$ cat src/rtl/hcf_pkg.sv
// Shared types and helpers for the HCF scheduler: FSM states, default widths and
// the round-robin pick function used by the arbiter.
package hcf_pkg;

  localparam int unsigned DefN    = 8;
  localparam int unsigned DefNreq = 4;
  localparam int unsigned MaxReq  = 16;
  localparam int unsigned MaxIdw  = 4;

  typedef enum logic [1:0] {StIdle, StCalc, StDone} state_e;

  typedef struct packed {
    logic              found;
    logic [MaxIdw-1:0] idx;
  } pick_t;

  // First set bit of valid at or above ptr, wrapping modulo nreq.
  function automatic pick_t rr_pick(input logic [MaxReq-1:0] valid,
                                    input logic [MaxIdw-1:0] ptr,
                                    input int unsigned       nreq);
    pick_t         p;
    logic [MaxIdw:0] pos;
    p.found = 1'b0;
    p.idx   = '0;
    for (int unsigned k = 0; k < MaxReq; k++) begin
      if (k < nreq && !p.found) begin
        pos = {1'b0, ptr} + (MaxIdw + 1)'(k);
        if (pos >= (MaxIdw + 1)'(nreq)) pos = pos - (MaxIdw + 1)'(nreq);
        if (valid[pos[MaxIdw-1:0]]) begin
          p.found = 1'b1;
          p.idx   = pos[MaxIdw-1:0];
        end
      end
    end
    return p;
  endfunction

endpackage

$ cat src/rtl/hcf_iter_core.sv
// Sequential subtract-until-equal HCF datapath, one subtraction per cycle, with a
// zero-operand guard so the loop always terminates.
module hcf_iter_core
  import hcf_pkg::*;
#(
  parameter int unsigned N = DefN
) (
  input  logic         clk,
  input  logic         rst_n,
  input  logic         load_i,
  input  logic [N-1:0] a_i,
  input  logic [N-1:0] b_i,
  output logic         done_o,
  output logic [N-1:0] result_o,
  output logic [N-1:0] iter_o
);

  logic [N-1:0] a_q, a_d, b_q, b_d, cnt_q, cnt_d, res_q, res_d;
  logic         done_q, done_d;

  always_comb begin
    a_d    = a_q;
    b_d    = b_q;
    cnt_d  = cnt_q;
    res_d  = res_q;
    done_d = done_q;
    if (load_i) begin
      a_d    = a_i;
      b_d    = b_i;
      cnt_d  = '0;
      done_d = 1'b0;
    end else if (!done_q) begin
      // done is registered, so a finished job is visible one cycle after detection
      if (a_q == b_q || b_q == '0) begin
        done_d = 1'b1;
        res_d  = a_q;
      end else if (a_q == '0) begin
        done_d = 1'b1;
        res_d  = b_q;
      end else if (a_q > b_q) begin
        a_d   = a_q - b_q;
        cnt_d = cnt_q + N'(1);
      end else begin
        b_d   = b_q - a_q;
        cnt_d = cnt_q + N'(1);
      end
    end
  end

  always_ff @(posedge clk or negedge rst_n) begin
    if (!rst_n) begin
      a_q    <= '0;
      b_q    <= '0;
      cnt_q  <= '0;
      res_q  <= '0;
      done_q <= 1'b0;
    end else begin
      a_q    <= a_d;
      b_q    <= b_d;
      cnt_q  <= cnt_d;
      res_q  <= res_d;
      done_q <= done_d;
    end
  end

  assign done_o   = done_q;
  assign result_o = res_q;
  assign iter_o   = cnt_q;

endmodule

$ cat src/rtl/hcf_scheduler.sv
// Round-robin front end sharing one HCF engine among NREQ requesters, with a
// registered, tagged valid/ready response channel.
module hcf_scheduler
  import hcf_pkg::*;
#(
  parameter int unsigned N    = DefN,
  parameter int unsigned NREQ = DefNreq,
  parameter int unsigned IDW  = $clog2(NREQ)
) (
  input  logic            clk,
  input  logic            rst_n,
  input  logic [NREQ-1:0] req_valid,
  output logic [NREQ-1:0] req_ready,
  input  logic [NREQ*N-1:0] req_a,
  input  logic [NREQ*N-1:0] req_b,
  output logic            rsp_valid,
  input  logic            rsp_ready,
  output logic [N-1:0]    rsp_hcf,
  output logic [IDW-1:0]  rsp_id,
  output logic [N-1:0]    rsp_iter,
  output logic            busy
);

  state_e         state_q, state_d;
  logic [IDW-1:0] rr_ptr_q, rr_ptr_d;
  logic [IDW-1:0] cur_id_q, cur_id_d;
  logic           rsp_valid_q, rsp_valid_d;
  logic [N-1:0]   rsp_hcf_q, rsp_hcf_d, rsp_iter_q, rsp_iter_d;
  logic [IDW-1:0] rsp_id_q, rsp_id_d;

  logic [N-1:0]   a_arr [NREQ];
  logic [N-1:0]   b_arr [NREQ];
  pick_t          pick;
  logic [IDW-1:0] grant;
  logic           hs;
  logic           core_done;
  logic [N-1:0]   core_result, core_iter;

  for (genvar i = 0; i < NREQ; i++) begin : g_unpack
    assign a_arr[i] = req_a[i*N +: N];
    assign b_arr[i] = req_b[i*N +: N];
  end

  always_comb begin
    pick  = rr_pick(MaxReq'(req_valid), MaxIdw'(rr_ptr_q), NREQ);
    grant = IDW'(32'(pick.idx) % NREQ);
    hs    = (state_q == StIdle) && pick.found;
    req_ready = '0;
    // Held low throughout reset even though the FSM already sits in idle.
    if (hs && rst_n) req_ready[grant] = 1'b1;
  end

  hcf_iter_core #(
    .N(N)
  ) u_core (
    .clk      (clk),
    .rst_n    (rst_n),
    .load_i   (hs),
    .a_i      (a_arr[grant]),
    .b_i      (b_arr[grant]),
    .done_o   (core_done),
    .result_o (core_result),
    .iter_o   (core_iter)
  );

  always_comb begin
    state_d     = state_q;
    rr_ptr_d    = rr_ptr_q;
    cur_id_d    = cur_id_q;
    rsp_valid_d = rsp_valid_q;
    rsp_hcf_d   = rsp_hcf_q;
    rsp_iter_d  = rsp_iter_q;
    rsp_id_d    = rsp_id_q;
    unique case (state_q)
      StIdle: begin
        if (hs) begin
          state_d  = StCalc;
          cur_id_d = grant;
          rr_ptr_d = (grant == IDW'(NREQ - 1)) ? '0 : grant + IDW'(1);
        end
      end
      StCalc: begin
        if (core_done) begin
          state_d     = StDone;
          rsp_valid_d = 1'b1;
          rsp_hcf_d   = core_result;
          rsp_iter_d  = core_iter;
          rsp_id_d    = cur_id_q;
        end
      end
      StDone: begin
        if (rsp_ready) begin
          state_d     = StIdle;
          rsp_valid_d = 1'b0;
        end
      end
      default: state_d = StIdle;
    endcase
  end

  always_ff @(posedge clk or negedge rst_n) begin
    if (!rst_n) begin
      state_q     <= StIdle;
      rr_ptr_q    <= '0;
      cur_id_q    <= '0;
      rsp_valid_q <= 1'b0;
      rsp_hcf_q   <= '0;
      rsp_iter_q  <= '0;
      rsp_id_q    <= '0;
    end else begin
      state_q     <= state_d;
      rr_ptr_q    <= rr_ptr_d;
      cur_id_q    <= cur_id_d;
      rsp_valid_q <= rsp_valid_d;
      rsp_hcf_q   <= rsp_hcf_d;
      rsp_iter_q  <= rsp_iter_d;
      rsp_id_q    <= rsp_id_d;
    end
  end

  assign rsp_valid = rsp_valid_q;
  assign rsp_hcf   = rsp_hcf_q;
  assign rsp_iter  = rsp_iter_q;
  assign rsp_id    = rsp_id_q;
  assign busy      = (state_q != StIdle);

endmodule
$ cat config.mk
export PLATFORM = sky130hd
export DESIGN_NAME = hcf_scheduler
export DESIGN_NICKNAME = d
export VERILOG_FILES = /design/src/rtl/hcf_pkg.sv /design/src/rtl/hcf_iter_core.sv /design/src/rtl/hcf_scheduler.sv
export SDC_FILE = /design/constraint.sdc
export NUM_CORES = 1
export LEC_CHECK = 0
export CORE_AREA = 4 4 91 93
export DETAILED_ROUTE_END_ITERATION = 8
export DIE_AREA = 0 0 95 97
export PLACE_DENSITY = 0.9
export SETUP_SLACK_MARGIN = 0.5
export SYNTH_ARGS = -nofsm -noshare
export SYNTH_HDL_FRONTEND = slang
export SYNTH_SLANG_ARGS = --single-unit
$ cat constraint.sdc
create_clock -name clk -period 8.22 [get_ports clk]
set_input_delay 1.233 -clock clk [delete_from_list [all_inputs] [get_ports clk]]
set_output_delay 1.233 -clock clk [all_outputs]
set_load 0.02 [all_outputs]
==> impl_metrics.env, run 1 <==
export IMPL_endpoint_kind="output port"
export IMPL_power_share_switching=0.465
export IMPL_synth_edf_count=0
export IMPL_grt_pass1_vias=3615
export IMPL_grt_max_degree=63
export IMPL_vdd_drop_max_v=0.000253
export IMPL_wl_met1_um=4380
export IMPL_grt_overflow=0
export IMPL_track_usage=0.232
export IMPL_dr_wl_met2_um=5120
export IMPL_initial_core_util=0.527
export IMPL_setup_violations=0
export IMPL_drc_errors=0
export IMPL_synth_async_sr_flop_share=1.00
export IMPL_multi_input_area_mm2=0.00229
export IMPL_crit_buf_inv=3
export IMPL_synth_flop_cell="dfrtp_1"
export IMPL_detail_route_wl_per_cell_um=17.1
export IMPL_ys_ff_latch=58
export IMPL_maxCapViolations=0
export IMPL_maxSlewViolCount=0
export IMPL_critPathMostFrequentCell="clkdlybuf4s50_1"
export IMPL_cts_sinks=58
export IMPL_tns_ns=0
export IMPL_p_leak_nw=2.25
export IMPL_cp_required_ns=6.99
export IMPL_p_int_w=0.00132
export IMPL_netlist_instances=409
export IMPL_wl_met3_um=617
export IMPL_chipHeight_um=97
export IMPL_start_kind="input pin"
export IMPL_core_area_mm2=0.00753
export IMPL_ctsHtreeMaxLevel=3
export IMPL_worstPathCellList="clkdlybuf4s50_1, mux2i_1, nor3b_1, a31oi_1, nor2_1, o31a_1, inv_2, ha_1, and3_1, clkdlybuf4s50_1"
export IMPL_criticalPathCategory="in2out"
export IMPL_post_dp_hpwl_um=7630
export IMPL_net_switching_power_w=0.00115
export IMPL_fmax_mhz=172
export IMPL_die_area_mm2=0.00922
export IMPL_netlist_area_mm2=0.00397
export IMPL_totalWireLength_um=10300
export IMPL_gp_congestion=0.908
export IMPL_synth_area_leaders="dfrtp_1 37%, a221oi_1 7.7%, ha_1 7.6%, mux2_2 6.0%, mux2i_1 5.8%"
export IMPL_final_antenna_net_count=0
export IMPL_clk_pin_slew_worst_paths_ns=0.06
export IMPL_die_w_um=95
export IMPL_yosysWarnings=0
export IMPL_cp_data_arrival_time_ns=4.58
export IMPL_skew_ns=0.00653
export IMPL_hold_viol_final=0
export IMPL_cpPeakStageDelay_ns=0.64
export IMPL_antenna_found_initial=0
export IMPL_synth_top_cells_by_count="58 x dfrtp_1, 35 x a221oi_1, 30 x nand2_1"
export IMPL_drtIter0Drc=177
export IMPL_post_route_period_util=0.707
export IMPL_seq_area_mm2=0.00145
export IMPL_via_per_inst=5.88
export IMPL_relSlewSlack=0.268
export IMPL_grt_pass1_wl_um=17100
export IMPL_hp_class="reg2reg"
export IMPL_power_frac_comb=0.660
export IMPL_slowest_stage="o31a_1"
export IMPL_numCtsBuffers=9
export IMPL_tritoncts="built"
export IMPL_grt_setup_unrepaired="no"
export IMPL_io_buffer_count=94
export IMPL_whs_ns=0.485
export IMPL_final_layout_size_suffix_gt1_frac=0.108
export IMPL_critical_path_top_delay_family="buffers and inverters"
export IMPL_finalInstanceArea_mm2=0.00515
export IMPL_power_density_mw_per_mm2=479
export IMPL_antennaDiodeCount=0
export IMPL_synth_largest_area_cell="dfrtp_1"
export IMPL_power_frac_clock=0.117
export IMPL_synth_top_area_share=0.366
export IMPL_root_buffer="clkbuf_8"
export IMPL_place_area_mm2=0.00493
export IMPL_clk_latency_ns=0.34
export IMPL_top_layer_used="met4"
export IMPL_cts_hold_buffers=0
export IMPL_area_growth_pct=29.7
export IMPL_status="finished, final reports clean"
export IMPL_synth_cell_types=59
export IMPL_postCtsSetupBuffers=0
export IMPL_seqPwrFrac=0.223
export IMPL_fillers=584
export IMPL_fp_row_count=32
export IMPL_vias=3529
export IMPL_postSynthAreaPerCell_um2=9.70
export IMPL_cts_repair_resized=0
export IMPL_post_route_min_period_ns=5.81
export IMPL_yosys_cell_count_top_type="dfrtp_1"
export IMPL_yosysSeqAreaShare=0.366
export IMPL_fin_nets=590
export IMPL_cts_buffer_depth=2
export IMPL_cp_max_fo=18
export IMPL_syn_nets=506
export IMPL_pin_count=95
export IMPL_first_pass_iters=5
export IMPL_tightest_slew_ns=1.09
## routing by layer
layer / track usage / vias up
met3: 0.0607 / 19
met2: 0.394 / 149
met5: 0 / -
met4: 0.0522 / 0
met1: 0.293 / 1691
li1: - / 1670
## layout by cell type, fill, tap and decap left out, drive strengths merged, types with 15 or more instances in the layout
cell type and instances:
a21oi 19, a221oi 36, clkdlybuf4s50 93, dfrtp 58, ha 24, inv 28, mux2 23, mux2i 23
nand2 30, nor2 29, o21ai 19, o22ai 15
## cell type report
type | count | share of cell area
clock buffers | 11 | 0.0275
clock inverters | 5 | 0.0151
inverters | 28 | 0.0204
multi-input cells | 300 | 0.446
flip-flops and latches | 58 | 0.282
well taps | 102 | 0.0248
repair buffers | 96 | 0.185
## worst min-delay path, cell delays in order, from the launching register on
cell,delay (ns)
dfrtp_1,0.35
nand2_1,0.05
o21ai_0,0.06
## metrics by stage
step | power, W | setup slack, ns | std cells | util
floorplan | 0.00172 | 4.07 | 409 | -
finish | 0.00247 | 2.41 | 600 | 0.684
detailed placement | 0.00214 | 2.44 | 584 | 0.655
global route | 0.00266 | 2.20 | 600 | 0.684
CTS | 0.00246 | 2.43 | 600 | 0.684
global placement | 0.00207 | 2.64 | 584 | 0.655
## flip-flops by register name, indices dropped and copies added, names as in the netlist
register and cells:
cur_id_q 2, rr_ptr_q 2, rsp_hcf 8, rsp_id 2, rsp_iter 8, rsp_valid 1, state_q 2, u_core.a_q 8
u_core.b_q 8, u_core.done_o 1, u_core.iter_o 8, u_core.result_o 8
## cell families (layout without fill, tap and decap cells)
family,count (synthesis),count (layout),share of synthesized area
AND/OR/NAND/NOR,110,110,0.139
AO/OA/AOI/OAI,106,106,0.198
XOR/XNOR,12,12,0.0265
adder cells (fa/ha/maj),26,26,0.0858
flip-flops,58,58,0.366
multiplexers,46,46,0.125
buffers and inverters,51,140,0.0599
## final timing paths
check | from | depth (start not counted) | slack (ns) | to
min | u_core.result_o[3] | 2 | 0.49 | u_core.result_o[3]
min reg2reg | u_core.result_o[3] | 2 | 0.49 | u_core.result_o[3]
max | req_valid[3] | 10 | 2.41 | req_ready[2]
max reg2reg | rr_ptr_q[0] | 8 | 3.97 | u_core.a_q[6]
max in group asynchronous | rst_n | 2 | 6.71 | u_core.a_q[4]
min in group asynchronous | rst_n | 2 | 1.03 | rsp_iter[7]
## power by group through the flow
stage	Clock [W]	Sequential, W	Combinational (W)
global route	0.000307	0.000570	0.00178
finish	0.000289	0.000551	0.00163
floorplan	0	0.000559	0.00117
detailed placement	0	0.000553	0.00158
global placement	0	0.000544	0.00153
CTS	0.000294	0.000550	0.00162
Power figures use the tool's default switching activity.
==> run 2, diff against run 1 <==
- CORE_AREA: 4 4 91 93 -> 4 4 94 96
- DIE_AREA: 0 0 95 97 -> 0 0 98 100
- PLACE_DENSITY: 0.9 -> 0.85
- clock period: 8.22 -> 5.7 ns (I/O delays scaled with it)
==> impl_metrics.env, run 2 (synthesis gave the netlist of run 1 again) <==
export IMPL_p_leak_nw=2.23
export IMPL_clk_pin_slew_worst_paths_ns=0.06
export IMPL_postCtsSetupBuffers=0
export IMPL_fmax_mhz=210
export IMPL_clk_latency_ns=0.33
export IMPL_vdd_drop_max_v=0.000404
export IMPL_endpoint_kind="output port"
export IMPL_track_usage=0.202
export IMPL_maxCapViolations=0
export IMPL_area_growth_pct=29.2
export IMPL_grt_overflow=0
export IMPL_antenna_found_initial=0
export IMPL_via_per_inst=5.73
export IMPL_power_density_mw_per_mm2=671
export IMPL_seqPwrFrac=0.231
export IMPL_hold_viol_final=0
export IMPL_post_dp_hpwl_um=7550
export IMPL_grt_setup_unrepaired="no"
export IMPL_power_frac_clock=0.098
export IMPL_cp_required_ns=4.85
export IMPL_place_inst=589
export IMPL_grt_max_degree=63
export IMPL_finalInstanceArea_mm2=0.00513
export IMPL_p_int_w=0.00183
export IMPL_post_route_min_period_ns=4.77
export IMPL_whs_ns=0.485
export IMPL_tns_ns=0
export IMPL_final_antenna_net_count=0
export IMPL_chipHeight_um=100
export IMPL_setup_violations=0
export IMPL_final_layout_size_suffix_gt1_frac=0.114
export IMPL_final_cell_mix="93 x clkdlybuf4s50_1, 58 x dfrtp_1, 35 x a221oi_1, 30 x nand2_1, 29 x nor2_1"
export IMPL_skew_ns=0.0111
export IMPL_die_area_mm2=0.00980
export IMPL_die_w_um=98
export IMPL_drc_errors=0
export IMPL_hp_class="reg2reg"
export IMPL_status="finished, final reports clean"
export IMPL_tightest_slew_ns=1.05
export IMPL_power_frac_comb=0.671
export IMPL_cp_data_arrival_time_ns=3.91
export IMPL_first_pass_iters=5
export IMPL_maxSlewViolCount=0
export IMPL_net_switching_power_w=0.00161
export IMPL_criticalPathCategory="reg2out"
export IMPL_final_common_cell="clkdlybuf4s50_1"
export IMPL_drtIter0Drc=191
export IMPL_relSlewSlack=0.299
export IMPL_initial_core_util=0.493
export IMPL_pin_count=95
export IMPL_cp_max_fo=18
export IMPL_core_area_mm2=0.00805
export IMPL_fin_nets=592
export IMPL_ctsHtreeMaxLevel=3
export IMPL_place_area_mm2=0.00495
export IMPL_io_buffer_count=94
export IMPL_grt_pass1_wl_um=16300
export IMPL_vias=3468
export IMPL_utilization=0.637
export IMPL_antennaDiodeCount=0
export IMPL_final_cells=605
export IMPL_grt_pass1_vias=3456
export IMPL_cts_buffer_depth=2
export IMPL_start_kind="register"
export IMPL_power_share_switching=0.468
export IMPL_cts_hold_buffers=0
export IMPL_fp_row_count=33
export IMPL_cts_sinks=58
export IMPL_gp_congestion=0.948
export IMPL_detail_route_wl_per_cell_um=16.2
export IMPL_post_route_period_util=0.836
export IMPL_root_buffer="clkbuf_8"
export IMPL_totalWireLength_um=9780
export IMPL_cts_repair_resized=0
export IMPL_numCtsBuffers=9
export IMPL_tritoncts="built"
-- run 2: cell types whose count changed in the layout (fill, tap and decap cells not counted), sizes merged --
cell and delta:
inv +1, bufinv -2, clkbuf -1, clkinvlp +2, buf +2
-- run 2: metrics by stage --
step           total power, W  worst slack [ns]
6_report              0.00344             0.932
3_5_place_dp          0.00306              1.04
2_1_floorplan         0.00249              2.25
3_3_place_gp          0.00300              1.19
4_1_cts               0.00342             0.951
5_1_grt               0.00371             0.709
-- run 2: critical path, cell delays in order, from the launching register on --
cell             delay [ns]
dfrtp_1                0.68
inv_1                  0.17
ha_1                   0.40
or3b_1                 0.44
a21oi_1                0.24
o21ai_0                0.12
o31a_1                 0.14
buf_4                  0.20
inv_2                  0.25
ha_1                   0.19
and3_1                 0.15
clkdlybuf4s50_1        0.61
-- run 2: power groups by stage --
| stage | clock network (W) | registers (W) | logic [W] |
|---|---|---|---|
| after floorplan | 0 | 0.000806 | 0.00168 |
| after global placement | 0 | 0.000786 | 0.00221 |
| after detailed placement | 0 | 0.000798 | 0.00226 |
| after CTS | 0.000345 | 0.000790 | 0.00229 |
| after global routing | 0.000367 | 0.000818 | 0.00253 |
| final | 0.000337 | 0.000793 | 0.00231 |
-- run 2: routing by layer --
metal	GRT usage	share of wire	vias up	routed length, µm
met2	0.340	0.47	135	4580
li1	-	-	1683	-
met4	0.0650	0.016	0	161
met3	0.0424	0.064	19	622
met5	0	0	-	0
met1	0.261	0.45	1631	4410
-- run 2: layout make-up --
type                       instances  area [µm²]
fill                             639        2930
clock buffer                      10         138
clock inverter                     6        41.3
sequential                        58        1450
timing repair buffer              98         966
multi-input combinational        300        2290
tap                              105         131
inverter                          28         105
-- run 2: path summary, 6_finish.rpt --
path                               startpoint                 end  cells past startpoint  slack, ns
max in group asynchronous               rst_n       u_core.b_q[5]                      2       4.54
hold reg to reg            u_core.result_o[2]  u_core.result_o[2]                      2       0.48
min in group asynchronous               rst_n    u_core.iter_o[4]                      2       0.67
setup reg to reg                  rr_ptr_q[0]       u_core.a_q[4]                      9       1.74
setup / recovery                  rr_ptr_q[0]        req_ready[2]                     11       0.93
hold / removal             u_core.result_o[2]  u_core.result_o[2]                      2       0.48
==> run 3, diff against run 2 <==
- CORE_AREA: 4 4 94 96 -> 4 4 98 100
- DIE_AREA: 0 0 98 100 -> 0 0 102 104
- PLACE_DENSITY: 0.85 -> 0.82
- clock period: 5.7 -> 4.1 ns (I/O delays scaled with it)
==> impl_metrics.env, run 3 (synthesis gave the netlist of run 1 again) <==
export IMPL_die_w_um=102
export IMPL_grt_pass1_wl_um=16600
export IMPL_clk_latency_ns=0.34
export IMPL_wl_met3_um=845
export IMPL_area_growth_pct=31.9
export IMPL_maxSlewViolCount=0
export IMPL_status="finished, final reports clean"
export IMPL_totalWireLength_um=9950
export IMPL_p_leak_nw=2.30
export IMPL_cp_max_fo=4
export IMPL_grt_pass1_vias=3579
export IMPL_fp_row_count=34
export IMPL_p_int_w=0.00272
export IMPL_holdPathStages=2
export IMPL_cts_sinks=58
export IMPL_crit_buf_inv=3
export IMPL_final_antenna_net_count=0
export IMPL_final_layout_size_suffix_gt1_frac=0.132
export IMPL_first_pass_iters=5
export IMPL_slowest_stage="clkdlybuf4s50_1"
export IMPL_maxCapViolations=0
export IMPL_min_to="u_core.result_o[7]"
export IMPL_ctsHtreeMaxLevel=3
export IMPL_cp_data_arrival_time_ns=2.85
export IMPL_cp_required_ns=3.48
export IMPL_cts_hold_buffers=0
export IMPL_cpPeakStageDelay_ns=0.52
export IMPL_place_inst=597
export IMPL_hp_class="reg2reg"
export IMPL_power_frac_clock=0.116
export IMPL_root_buffer="clkbuf_8"
export IMPL_pin_count=95
export IMPL_finalInstanceArea_mm2=0.00523
export IMPL_wl_met1_um=4490
export IMPL_grt_overflow=0
export IMPL_dr_wl_met2_um=4440
export IMPL_final_cells=614
export IMPL_power_share_switching=0.451
export IMPL_cts_buffer_depth=2
export IMPL_tritoncts="built"
export IMPL_final_cell_mix="89 x clkdlybuf4s50_1, 58 x dfrtp_1, 35 x a221oi_1, 30 x nand2_1, 29 x nor2_1"
export IMPL_min_from="u_core.result_o[7]"
export IMPL_final_common_cell="clkdlybuf4s50_1"
export IMPL_top_layer_used="met4"
export IMPL_antenna_found_initial=0
export IMPL_fin_nets=598
export IMPL_tns_ns=0
export IMPL_worstPathCellList="clkdlybuf4s50_1, mux2i_1, or3b_4, a21o_1, a32oi_4, inv_1, ha_1, and3_1, dlygate4sd2_1"
export IMPL_criticalPathCategory="in2out"
export IMPL_drc_errors=0
export IMPL_die_area_mm2=0.0106
export IMPL_chipHeight_um=104
export IMPL_post_dp_hpwl_um=7700
export IMPL_initial_core_util=0.457
export IMPL_r2r_start="u_core.b_q[4]"
export IMPL_whs_ns=0.482
export IMPL_fmax_mhz=288
export IMPL_r2r_end="u_core.b_q[0]"
export IMPL_seqPwrFrac=0.219
export IMPL_power_frac_comb=0.665
export IMPL_io_buffer_count=94
export IMPL_power_w=0.00497
export IMPL_vias=3498
export IMPL_critical_path_top_delay_family="buffers and inverters"
export IMPL_skew_ns=0.00718
export IMPL_grt_max_degree=59
export IMPL_start_kind="input pin"
export IMPL_numCtsBuffers=9
export IMPL_drtIter0Drc=193
export IMPL_detail_route_wl_per_cell_um=16.2
export IMPL_endpoint_kind="output port"
export IMPL_place_area_mm2=0.00499
export IMPL_power_density_mw_per_mm2=949
export IMPL_setup_violations=0
export IMPL_track_usage=0.195
export IMPL_post_route_min_period_ns=3.47
export IMPL_via_per_inst=5.70
export IMPL_fillers=741
export IMPL_net_switching_power_w=0.00224
export IMPL_tightest_slew_ns=0.775
export IMPL_reg2reg_depth=8
export IMPL_clk_pin_slew_worst_paths_ns=0.06
export IMPL_antennaDiodeCount=0
export IMPL_relSlewSlack=0.482
export IMPL_gp_congestion=0.916
export IMPL_post_route_period_util=0.846
export IMPL_r2r_slack_ns=1.05
export IMPL_hold_viol_final=0
export IMPL_grt_setup_unrepaired="no"
export IMPL_vdd_drop_max_v=0.000614
export IMPL_core_area_mm2=0.00868
==> run 3: routing by layer <==
layer	up-vias	track usage
met5	-	0
met4	0	0.0703
met3	19	0.0651
met2	133	0.294
met1	1649	0.259
li1	1697	-
==> run 3: area by class of cell <==
class                           instances  area [µm²]  share of cell area
Clock buffer                           11         141              0.0270
Multi-Input combinational cell        300        2310               0.442
Clock inverter                          5        77.6              0.0148
Tap cell                              108         135              0.0258
Sequential cell                        58        1450               0.277
Timing Repair Buffer                  104        1010               0.193
Inverter                               28         105              0.0201
==> run 3: how the worst max path moves through the flow <==
stage | from | endpoint | cells past startpoint
2_1_floorplan | rr_ptr_q[0] | req_ready[0] | 12
3_3_place_gp | req_valid[1] | req_ready[3] | 9
3_5_place_dp | req_valid[1] | req_ready[2] | 9
4_1_cts | rr_ptr_q[0] | req_ready[2] | 10
5_1_grt | rr_ptr_q[0] | req_ready[3] | 10
6_report | req_valid[1] | req_ready[3] | 9
==> run 3: worst reg2reg max path, cell delays in order (launching register included) <==
cell and delay, ns:
dfrtp_1 0.42, inv_1 0.09, ha_1 0.51, nand3_2 0.17, or4_4 0.57, and4b_1 0.34
o21ai_2 0.31, mux2i_1 0.36, o22ai_1 0.14
==> run 3: stage by stage <==
stage	setup WS, ns	util
3_5_place_dp	0.308	0.575
4_1_cts	0.494	0.601
3_3_place_gp	0.353	0.575
5_1_grt	0.500	0.603
6_report	0.631	0.603
2_1_floorplan	0.893	-
==> run 3: power by group through the flow <==
stage               combinational [W]  clock (W)  sequential, W
floorplan                     0.00234          0        0.00112
global placement              0.00316          0        0.00108
detailed placement            0.00323          0        0.00109
CTS                           0.00327   0.000586        0.00108
global route                  0.00366   0.000616        0.00112
finish                        0.00330   0.000577        0.00109
==> run 3: what timing repair did <==
item	4_1_cts	5_1_grt
hold endpoints to repair	0	0
setup buffers	1	0
resized for setup	7	5
pin swaps	1	0
endpoints found under the setup margin	4	4
